===== config.mk =====
export PLATFORM = sky130hd
export DESIGN_NAME = spi_resp_regs_flat
export DESIGN_NICKNAME = d
export VERILOG_FILES = /design/src/rtl/spi_resp_if.sv /design/src/rtl/spi_resp_regs.sv /design/src/flat_wrapper.sv
export SDC_FILE = /design/constraint.sdc
export NUM_CORES = 1
export LEC_CHECK = 0
export ABC_AREA = 0
export CAP_MARGIN = 30
export CELL_PAD_IN_SITES_DETAIL_PLACEMENT = 0
export CELL_PAD_IN_SITES_GLOBAL_PLACEMENT = 1
export CORE_ASPECT_RATIO = 1.75
export CORE_MARGIN = 2
export CORE_UTILIZATION = 30
export DETAILED_ROUTE_END_ITERATION = 10
export PLACE_DENSITY = 0.54
export SKIP_LAST_GASP = 1
export SYNTH_ARGS = -nofsm -noshare
export SYNTH_HDL_FRONTEND = slang
export SYNTH_SLANG_ARGS = --single-unit

===== constraint.sdc =====
create_clock -name clk -period 3.03 [get_ports clk]
set_clock_uncertainty 0.1 [all_clocks]
set_input_delay 0.606 -clock clk [delete_from_list [all_inputs] [get_ports clk]]
set_output_delay 0.606 -clock clk [all_outputs]
set_load 0.1 [all_outputs]

===== src/rtl/spi_resp_if.sv =====
// spi_resp_if: SPI pins plus the local register read port of the SPI responder
interface spi_resp_if #(parameter int NUM_REGS = 8);
  localparam int AW = (NUM_REGS > 1) ? $clog2(NUM_REGS) : 1;
  logic SS_n;
  logic SCLK;
  logic MOSI;
  logic MISO;
  logic rdy;
  logic [15:0] cmd_rcvd;
  logic [AW-1:0] loc_addr;
  logic [7:0] loc_data;
  modport master(output SS_n, SCLK, MOSI, loc_addr, input MISO, rdy, cmd_rcvd, loc_data);
  modport slave(input SS_n, SCLK, MOSI, loc_addr, output MISO, rdy, cmd_rcvd, loc_data);
endinterface


===== src/rtl/spi_resp_regs.sv =====
// spi_resp_regs: oversampled SPI mode-0 responder decoding 16-bit frames into a small register file
module spi_resp_regs #(
  parameter int NUM_REGS = 8,
  parameter logic [7:0] WHOAMI = 8'h6A
) (
  input logic clk,
  input logic rst_n,
  spi_resp_if.slave bus
);
  localparam int AW = (NUM_REGS > 1) ? $clog2(NUM_REGS) : 1;
  typedef enum logic {IDLE, SHIFT} state_t;
  state_t state_q, state_d;
  logic [2:0] ss_q, ss_d, sclk_q, sclk_d;
  logic [1:0] mosi_q, mosi_d;
  logic [15:0] tx_q, tx_d, rx_q, rx_d, resp_q, resp_d, cmd_q, cmd_d;
  logic [4:0] cnt_q, cnt_d;
  logic rdy_q, rdy_d;
  logic [7:0] regs_q [NUM_REGS];
  logic [7:0] regs_d [NUM_REGS];
  logic ss_rise, ss_fall, sclk_rise, sclk_fall;
  logic [6:0] addr;
  logic [AW-1:0] ra;
  logic in_range, wr;
  logic [7:0] rdata;
  assign ss_d = {ss_q[1:0], bus.SS_n};
  assign sclk_d = {sclk_q[1:0], bus.SCLK};
  assign mosi_d = {mosi_q[0], bus.MOSI};
  assign ss_rise = ss_q[1] & ~ss_q[2];
  assign ss_fall = ~ss_q[1] & ss_q[2];
  assign sclk_rise = sclk_q[1] & ~sclk_q[2];
  assign sclk_fall = ~sclk_q[1] & sclk_q[2];
  assign addr = rx_q[14:8];
  assign ra = addr[AW-1:0];
  assign in_range = int'(addr) < NUM_REGS;
  assign wr = rx_q[15] & (addr != 7'd0) & in_range;
  assign rdata = (addr == 7'd0) ? WHOAMI : !in_range ? 8'h00 : wr ? rx_q[7:0] : regs_q[ra];
  assign bus.MISO = tx_q[15];
  assign bus.rdy = rdy_q;
  assign bus.cmd_rcvd = cmd_q;
  assign bus.loc_data = (bus.loc_addr == '0) ? WHOAMI : (int'(bus.loc_addr) < NUM_REGS) ? regs_q[bus.loc_addr] : 8'h00;
  // all state: synchronizers, FSM, shifters, response and register file
  always_ff @(posedge clk or negedge rst_n) begin
    if (!rst_n) begin
      state_q <= IDLE;
      ss_q <= 3'b111;
      sclk_q <= 3'b000;
      mosi_q <= 2'b00;
      tx_q <= '0;
      rx_q <= '0;
      resp_q <= '0;
      cmd_q <= '0;
      cnt_q <= '0;
      rdy_q <= 1'b0;
      for (int i = 0; i < NUM_REGS; i++) regs_q[i] <= '0;
    end else begin
      state_q <= state_d;
      ss_q <= ss_d;
      sclk_q <= sclk_d;
      mosi_q <= mosi_d;
      tx_q <= tx_d;
      rx_q <= rx_d;
      resp_q <= resp_d;
      cmd_q <= cmd_d;
      cnt_q <= cnt_d;
      rdy_q <= rdy_d;
      regs_q <= regs_d;
    end
  end
  // frame boundaries follow the synchronized slave select edges
  always_comb begin
    state_d = (state_q == IDLE) ? (ss_fall ? SHIFT : IDLE) : (ss_rise ? IDLE : SHIFT);
  end
  // shifting, frame decode and register write; slave select release wins over SCLK edges
  always_comb begin
    tx_d = tx_q;
    rx_d = rx_q;
    cnt_d = cnt_q;
    resp_d = resp_q;
    cmd_d = cmd_q;
    rdy_d = 1'b0;
    regs_d = regs_q;
    if (state_q == IDLE) begin
      tx_d = resp_q;
      if (ss_fall) cnt_d = '0;
    end else if (ss_rise) begin
      if (cnt_q == 5'd16) begin
        rdy_d = 1'b1;
        cmd_d = rx_q;
        resp_d = {rx_q[15:8], rdata};
        if (wr) regs_d[ra] = rx_q[7:0];
      end
    end else begin
      if (sclk_rise) begin
        rx_d = {rx_q[14:0], mosi_q[1]};
        cnt_d = (cnt_q == 5'd31) ? cnt_q : cnt_q + 5'd1;
      end
      if (sclk_fall && cnt_q != 5'd0) tx_d = {tx_q[14:0], 1'b0};
    end
  end
endmodule


===== src/flat_wrapper.sv =====
// flat-port wrapper written by rule: the top's interface ports become plain ports
module spi_resp_regs_flat 
#(
  parameter int NUM_REGS = 8,
  parameter logic [7:0] WHOAMI = 8'h6A
)
  (clk, rst_n, bus_SS_n, bus_SCLK, bus_MOSI, bus_loc_addr, bus_MISO, bus_rdy, bus_cmd_rcvd, bus_loc_data);
  spi_resp_if #(.NUM_REGS(NUM_REGS)) bus_i ();
  input logic clk;
  input logic rst_n;
  input wire logic [$bits(bus_i.SS_n)-1:0] bus_SS_n;
  input wire logic [$bits(bus_i.SCLK)-1:0] bus_SCLK;
  input wire logic [$bits(bus_i.MOSI)-1:0] bus_MOSI;
  input wire logic [$bits(bus_i.loc_addr)-1:0] bus_loc_addr;
  output wire logic [$bits(bus_i.MISO)-1:0] bus_MISO;
  output wire logic [$bits(bus_i.rdy)-1:0] bus_rdy;
  output wire logic [$bits(bus_i.cmd_rcvd)-1:0] bus_cmd_rcvd;
  output wire logic [$bits(bus_i.loc_data)-1:0] bus_loc_data;
  assign bus_i.SS_n = bus_SS_n;
  assign bus_i.SCLK = bus_SCLK;
  assign bus_i.MOSI = bus_MOSI;
  assign bus_i.loc_addr = bus_loc_addr;
  assign bus_MISO = bus_i.MISO;
  assign bus_rdy = bus_i.rdy;
  assign bus_cmd_rcvd = bus_i.cmd_rcvd;
  assign bus_loc_data = bus_i.loc_data;
  spi_resp_regs #(.NUM_REGS(NUM_REGS), .WHOAMI(WHOAMI)) u_core (.clk(clk), .rst_n(rst_n), .bus(bus_i));
endmodule

### Yosys cells after proc, flatten, opt, wreduce, memory -nomap -nowiden

Index checks and enable logic that the tools add are counted.
Widths: inputs -> output; s select.

| cells by class | value |
|---|---|
| equal/unequal tests | 6 |
| order comparisons | 4 |
| reduce and logical (&&, ||, !) cells | 12 |
| div/mod/pow operators | 0 |
| multiply operators | 0 |
| $add $sub $neg | 1 |
| mux-type cells | 27 |
| bitwise gates (word level) | 13 |
| shift operators | 0 |

Operator list:

| operator | count |
|---|---|
| $mux 8 | 9 |
| $bwmux 64 | 1 |
| $bmux 8 s3 | 2 |
| $mux 16 | 3 |
| $mux 5 | 5 |
| $demux 8 s3 | 1 |
| $eq 5x5->1 const B | 2 |
| $ge 4x4->1 const B | 2 |
| $ne 2x2->1 const B | 4 |
| $not 3->4 | 2 |
| $reduce_and 4->1 | 2 |
| $logic_not 7->1 | 1 |
| $lt 7x4->1 const B | 1 |
| $reduce_bool 7->1 | 1 |
| $and 1x1->1 | 6 |
| $mux 1 | 6 |
| $reduce_and 3->1 | 2 |
| $add 5x1->5 const B | 1 |
| $not 1->1 | 5 |
| $reduce_bool 5->1 | 1 |
| $lt 4x1->1 const B | 1 |
| $logic_not 3->1 | 1 |
| $logic_and 1x1->1 | 2 |
| $reduce_and 2->1 | 1 |
| $reduce_bool 2->1 | 1 |

| storage, ports and cells | value |
|---|---|
| logic and storage cells | 81 |
| memories kept | 0 |
| RAM bits | 0 |
| ROM bits | 0 |
| register bits after elaboration | 143 |
| latch bits | 0 |
| output and inout port bits | 26 |
| bits of input ports | 8 |

### Logic depth before layout (Yosys ltp)

Gate-level depths: netlist of run 1.

| logic depth | value |
|---|---|
| depth after elaboration | 7 |
| depth in mapped cells | 9 |
| gate-level depth less buffers | 7 |

### Worst setup path before layout of run 1

Ideal clock, no wire load.

| path | value |
|---|---|
| kind | input port to output port |
| from | in bus_loc_addr[0] |
| to | out bus_loc_data[1] |
| slack | -1268 ps |
| required time | 2324 ps |
| path buffers | 3 |
| arrival time | 3592 ps |
| stages on the path | 7 |
| cells stage by stage | buf_2 -> buf_2 -> buf_2 -> mux2i_1 -> nand2_1 -> o21ai_0 -> o21ai_0 |

| on the way | value |
|---|---|
| word-level cells in the longest chain between the ends | 5 |
| elaborated cells between the ends (all ways) | 6 |
| those cells by class | mux: 4; bitwise: 1; reduce/logical: 1 |

RTL lines:

| item | line | RTL |
|---|---|---|
| from (decl) | flat_wrapper.sv:14 | `input wire logic [$bits(bus_i.loc_addr)-1:0] bus_loc_addr;` |
| $not 3->4 (not written as such) | spi_resp_regs.sv:40 | `assign bus.loc_data = (bus.loc_addr == '0) ? WHOAMI : (int'(bus.loc_addr) < NUM_REGS) ? regs_q[bus.loc_addr] : ...` |
| $bmux 8 s3 | spi_resp_regs.sv:40 |  |
| $mux 8 (not written as such) (2 in series) | spi_resp_regs.sv:40 |  |
| $mux 8 * | spi_resp_regs.sv:40 |  |
| to (decl) | flat_wrapper.sv:18 | `output wire logic [$bits(bus_i.loc_data)-1:0] bus_loc_data;` |

Every way passes the cells marked *; elsewhere a longest branch is shown, timed or not. The select of a mux whose other input is x is not followed.

### Final worst setup path of run 1

| path | value |
|---|---|
| from | in bus_loc_addr[2] |
| to | out bus_loc_data[6] |

The elaborated chain is that of the path after synthesis.

==> results of run 1 <==
==> flip-flops by register name, summed over array words and instances (netlist names), 2 cells and up <==
register / flops
u_core.rx_q: 16
u_core.tx_q: 16
u_core.bus.cmd_rcvd: 16
u_core.mosi_q: 2
u_core.resp_q: 8
u_core.regs_q: 64
u_core.cnt_q: 5
u_core.ss_q: 3
u_core.sclk_q: 3
==> power by group <==
part	switching (mW)	leakage [nW]	internal, mW	total, mW
clock network	0.810	0.288	1.38	2.19
registers	0.172	1.85	1.86	2.04
logic	0.195	1.56	0.154	0.349
==> layout make-up <==
type,count,share of cell area
multi-input cells,320,0.359
clock inverters,14,0.0257
flip-flops and latches,135,0.431
clock buffers,17,0.0542
repair buffers,65,0.0845
well taps,255,0.0407
inverters,10,0.00478
==> through the flow <==
stage | cell area [sq um] | instances | power [mW] | setup WS, ps
2_1_floorplan | 6480 | 518 | 2.22 | -612
4_1_cts | 7780 | 811 | 4.64 | 16.2
3_3_place_gp | 7150 | 780 | 2.41 | 22.3
6_report | 7850 | 816 | 4.58 | 125
3_5_place_dp | 7150 | 780 | 2.42 | 29.8
5_1_grt | 7850 | 816 | 4.76 | 54.0
==> layout by cell type (no fill, tap or decap), drive strengths merged, types with 5 or more instances in the layout <==
master         instances
a21oi                 10
a31oi                  7
buf                   58
clkbuf                17
clkdlybuf4s50          5
clkinvlp               5
dfrtp                132
inv                   11
mux2                  86
mux2i                 28
mux4                  16
nand2                 61
nand2b                10
nor2                  10
nor2b                  6
o21ai                 36
==> worst max-delay path, stage by stage <==
cell	delay, ps
clkdlybuf4s50_1	710
buf_4	300
nand2b_1	130
o221ai_1	120
bufbuf_16	330
==> logic make-up (layout without fill, tap and decap cells) <==
kind of cell    after synthesis  after routing  share of synthesized area
flops                       135            135                      0.524
simple gates                105            105                     0.0865
xor+xnor                      2              2                    0.00272
fa+ha+maj                     4              4                    0.00737
compound gates               79             79                     0.0751
mux                         130            130                      0.259
buf+inv                      63            106                     0.0454
==> cell usage after synthesis (2+ instances only) <==
cell type,number
clkbuf_1,31
mux2_2,68
nor3b_1,2
a2111oi_0,2
dfrtp_1,132
a22oi_1,4
buf_6,2
xor2_1,2
a31oi_1,7
o21ai_0,36
a21oi_1,10
nand3_1,2
mux2i_1,28
o22ai_1,4
mux4_2,16
mux2_4,16
nor3_1,3
buf_2,9
or4_1,2
a22o_1,2
inv_1,9
mux2_1,2
nor2_8,3
o211ai_1,2
o221ai_1,4
a211oi_1,2
buf_1,3
ha_1,3
nand2b_1,10
nor2b_1,6
dfstp_2,3
o22a_1,2
buf_4,8
nand2_1,60
nor2_1,7
and3_1,2
==> per-layer routing <==
| metal | wire (um) | GRT usage | part of all wire | vias up |
|---|---|---|---|---|
| li1 | - | - | - | 1897 |
| met1 | 6360 | 0.171 | 0.40 | 2126 |
| met2 | 8910 | 0.271 | 0.55 | 66 |
| met3 | 385 | 0.0288 | 0.024 | 22 |
| met4 | 425 | 0.0678 | 0.026 | 0 |
| met5 | 0 | 0 | 0 | - |
==> worst paths after layout <==
path / endpoint / slack [ps] / depth (start not counted) / from
max: bus_loc_data[6] / 120 / 5 / bus_loc_addr[2]
min: u_core.regs_q[59] / 70 / 1 / rst_n
max reg2reg: u_core.regs_q[47] / 190 / 7 / u_core.cnt_q[0]
min reg2reg: u_core.mosi_q[1] / 250 / 0 / u_core.mosi_q[0]
max in group asynchronous: u_core.ss_q[0] / 1990 / 2 / rst_n
min in group clk: u_core.mosi_q[1] / 250 / 0 / u_core.mosi_q[0]
==> what timing repair did <==
action	4_1_cts	5_1_grt
endpoints found under the setup margin	0	4
setup buffers	0	5
gates resized for setup	0	7
==> impl_metrics.env, run 1 <==
export IMPL_status="complete, no violations"
export IMPL_ir_worst_vdd_v=0.000332
export IMPL_critPathKind="in -> out"
export IMPL_multi_input_area_sq_um=2820
export IMPL_power_density_nw_per_um2=583
export IMPL_htreeDepth=4
export IMPL_drive_gt1_frac=0.373
export IMPL_clock_path_buffers=2
export IMPL_area_growth_pct=21.7
export IMPL_syn_inst=518
export IMPL_synth_edf_count=0
export IMPL_cts_tree="done"
export IMPL_gr_total_overflow=0
export IMPL_start_util=0.303
export IMPL_hold_violations=0
export IMPL_ctsRootBufferMaster="clkbuf_16"
export IMPL_grt_max_degree=66
export IMPL_tns_ps=0
export IMPL_fin_util=0.368
export IMPL_die_h_um=198
export IMPL_clk_pin_slew_ps=60
export IMPL_hold_class="in -> async"
export IMPL_seq_area_frac_synth=0.524
export IMPL_synth_top_area_cell="dfrtp_1"
export IMPL_tightest_slew_ps=899
export IMPL_synth_cell_type_count=50
export IMPL_drtPass1Iterations=4
export IMPL_wl_per_cell_um=19.7
export IMPL_synth_top_area_frac=0.512
export IMPL_syn_mean_instance_area_sq_um=12.5
export IMPL_drv_cap=0
export IMPL_setup_viol=0
export IMPL_post_route_period_util=0.959
export IMPL_ys_warn_count=0
export IMPL_yosys_most_used_dff="dfrtp_1"
export IMPL_portBuffers=33
export IMPL_clock_latency_ps=420
export IMPL_vias=4111
export IMPL_period_minus_slack_ps=2910
export IMPL_dr_first_iter_drc_count=189
export IMPL_num_nets_final=560
export IMPL_syn_area_sq_um=6450
export IMPL_ys_ff_latch=135
export IMPL_n_antenna_cell=0
export IMPL_grt_setup_unrepaired="no"
export IMPL_grt_first_pass_wirelength_um=25600
export IMPL_finalMaxSlewViolations=0
export IMPL_syn_nets=529
export IMPL_cp_max_fo=11
export IMPL_cts_hold_buffers_added=0
export IMPL_holdWs_ps=74.3
export IMPL_regArea_sq_um=3380
export IMPL_track_usage=0.151
export IMPL_drtAntennaViolNets=0
export IMPL_numCtsBuffers=17
export IMPL_rows=71
export IMPL_globalplace_congestion=0.788
export IMPL_core_sq_um=21300
export IMPL_antenna_found_initial=0
export IMPL_critPathRequiredTime_ps=2320
export IMPL_yosys_top_cells_area="dfrtp_1 51%, mux2_2 12%, mux4_2 5.6%"
export IMPL_p_leak_nw=3.70
export IMPL_grt_pass1_vias=4418
export IMPL_dp_hpwl_um=11200
export IMPL_relSlewSlack=0.401
export IMPL_drc=0
export IMPL_cts_sinks=135
export IMPL_drt_wl_total_um=16100
export IMPL_postSynth_asyncResetShare=1.00
export IMPL_fmax_mhz=344
export IMPL_startpoint_type="input pin"
export IMPL_via_per_inst=5.04
export IMPL_worstSetupEndpointType="primary output"
export IMPL_pin_count=34
export IMPL_nFillCells=2070
export IMPL_worstPathArrival_ps=2200
export IMPL_die_w_um=115
export IMPL_die_area_sq_um=22700
(Power assumes the default switching activity.)
==> run 2: changes to the inputs <==
- ABC_CLOCK_PERIOD_IN_PS: default -> 3030
- SLEW_MARGIN: default -> 20
==> run 2 against run 1 <==
Effect of this change:
- clock power is essentially flat
- combinational power grew 1%
- non-clock buffer count grew 1
- clock-buffer cell count is the same
- global-route usage is the same
- largest cell class unchanged
- worst setup slack lost 9.8 ps
- final cell count grew 0.12%
- die area is the same
- routed wire length is essentially flat
==> impl_metrics.env, run 2 (synthesis gave the netlist of run 1 again) <==
export IMPL_drt_wl_total_um=16100
export IMPL_drc=0
export IMPL_p_leak_nw=3.71
export IMPL_comb_power_share=0.077
export IMPL_tns_ps=0
export IMPL_dr_first_iter_drc_count=150
export IMPL_wl_per_cell_um=19.7
export IMPL_power_density_nw_per_um2=582
export IMPL_drtPass1Iterations=4
export IMPL_rrSetupSlack_ps=210
export IMPL_drive_gt1_frac=0.374
export IMPL_via_per_inst=5.05
export IMPL_core_sq_um=21300
export IMPL_post_route_period_util=0.962
export IMPL_ir_worst_vdd_v=0.000333
export IMPL_globalplace_congestion=0.788
export IMPL_htreeDepth=4
export IMPL_rows=71
export IMPL_regArea_sq_um=3380
export IMPL_tightest_slew_ps=661
export IMPL_reg2reg_to="u_core.regs_q[47]"
export IMPL_p_sw_frac=0.258
export IMPL_drv_cap=0
export IMPL_regMostFlops="u_core.regs_q"
export IMPL_vias=4123
export IMPL_fmax_mhz=343
export IMPL_drtAntennaViolNets=0
export IMPL_critPathKind="in -> out"
export IMPL_endpoint="bus_loc_data[6]"
export IMPL_finalMaxSlewViolations=0
export IMPL_grt_max_degree=66
export IMPL_gr_total_overflow=0
export IMPL_cts_hold_buffers_added=0
export IMPL_track_usage=0.151
export IMPL_antenna_found_initial=0
export IMPL_clock_latency_ps=420
export IMPL_status="complete, no violations"
export IMPL_die_w_um=115
export IMPL_portBuffers=33
export IMPL_p_int_mw=3.40
export IMPL_mostFrequentLayoutCells="132 x dfrtp_1, 68 x mux2_2, 60 x nand2_1"
export IMPL_clockPowerShare=0.478
export IMPL_grt_setup_unrepaired="no"
export IMPL_worstPathArrival_ps=2210
export IMPL_clock_path_buffers=2
export IMPL_fin_util=0.369
export IMPL_pin_count=34
export IMPL_worstSetupEndpointType="primary output"
export IMPL_ctsRootBufferMaster="clkbuf_16"
export IMPL_critPathMaxStageDelay_ps=710
export IMPL_relSlewSlack=0.559
export IMPL_start_util=0.303
export IMPL_switching_power_mw=1.18
export IMPL_largest_reg_flops=64
export IMPL_final_common_cell="dfrtp_1"
export IMPL_n_antenna_cell=0
export IMPL_nFillCells=2070
export IMPL_grt_pass1_vias=4418
export IMPL_path_cells="clkdlybuf4s50_1, buf_4, nand2b_1, o221ai_1, bufbuf_16"
export IMPL_die_h_um=198
export IMPL_area_growth_pct=21.9
export IMPL_num_nets_final=561
export IMPL_rr_startpoint="u_core.cnt_q[0]"
export IMPL_dp_hpwl_um=11200
export IMPL_cp_max_fo=11
export IMPL_startpoint_type="input pin"
export IMPL_seqPwrFrac=0.444
export IMPL_cts_tree="done"
export IMPL_numCtsBuffers=17
export IMPL_die_area_sq_um=22700
export IMPL_critPathRequiredTime_ps=2320
export IMPL_multi_input_area_sq_um=2820
export IMPL_setup_viol=0
export IMPL_cp_slowest_cell="clkdlybuf4s50_1"
export IMPL_cts_sinks=135
export IMPL_hold_violations=0
export IMPL_worstRegToRegCells=7
export IMPL_grt_first_pass_wirelength_um=25600
export IMPL_crit_path_start="bus_loc_addr[2]"
export IMPL_period_minus_slack_ps=2920
export IMPL_clk_pin_slew_ps=60
export IMPL_hold_class="in -> async"
## run 2: critical path, delay by kind of cell
family          cells  cell delay, ps
buf+inv             3            1350
compound gates      1             120
simple gates        1             130
## run 2: power by group through the flow
stage	registers (mW)	logic (mW)	clock network [mW]
floorplan	1.93	0.295	0
global placement	2.07	0.340	0
detailed placement	2.07	0.346	0
CTS	2.04	0.348	2.25
global route	2.05	0.391	2.32
finish	2.03	0.354	2.19
## run 2: worst min-delay path by stage
stage,startpoint,end,slack [ps],cells after the start
finish,rst_n,u_core.regs_q[59],70,1
global route,rst_n,u_core.regs_q[59],120,1
CTS,rst_n,u_core.regs_q[59],110,1
detailed placement,u_core.mosi_q[0],u_core.mosi_q[1],250,0
global placement,u_core.mosi_q[0],u_core.mosi_q[1],240,0
floorplan,rst_n,u_core.bus.cmd_rcvd[0],210,0
## run 2: cell type report
class                   count  area share
multi-input cells         320       0.359
clock inverters            14      0.0256
clock buffers              17      0.0541
well taps                 255      0.0406
flip-flops and latches    135       0.430
inverters                  10     0.00477
repair buffers             66      0.0862
## run 2: timing repair
action	4_1_cts	5_1_grt
buffers inserted	0	5
resized for setup	0	7
setup endpoints to repair	0	4
## run 2: per-stage QoR
| step | hold WS [ps] | std cells | total power, mW | cell area, sq um | setup slack (ps) |
|---|---|---|---|---|---|
| floorplan | 210 | 518 | 2.22 | 6480 | -612 |
| global placement | 236 | 780 | 2.41 | 7150 | 22.3 |
| global route | 118 | 817 | 4.76 | 7860 | 54.0 |
| finish | 73.8 | 817 | 4.58 | 7860 | 115 |
| detailed placement | 245 | 780 | 2.42 | 7150 | 29.8 |
| CTS | 109 | 811 | 4.64 | 7780 | 16.2 |
## run 2: per-layer routing
| layer | share of wire | track usage | vias to the layer above |
|---|---|---|---|
| li1 | - | - | 1902 |
| met1 | 0.40 | 0.171 | 2145 |
| met2 | 0.55 | 0.271 | 58 |
| met3 | 0.023 | 0.0288 | 18 |
| met4 | 0.025 | 0.0678 | 0 |
| met5 | 0 | 0 | - |
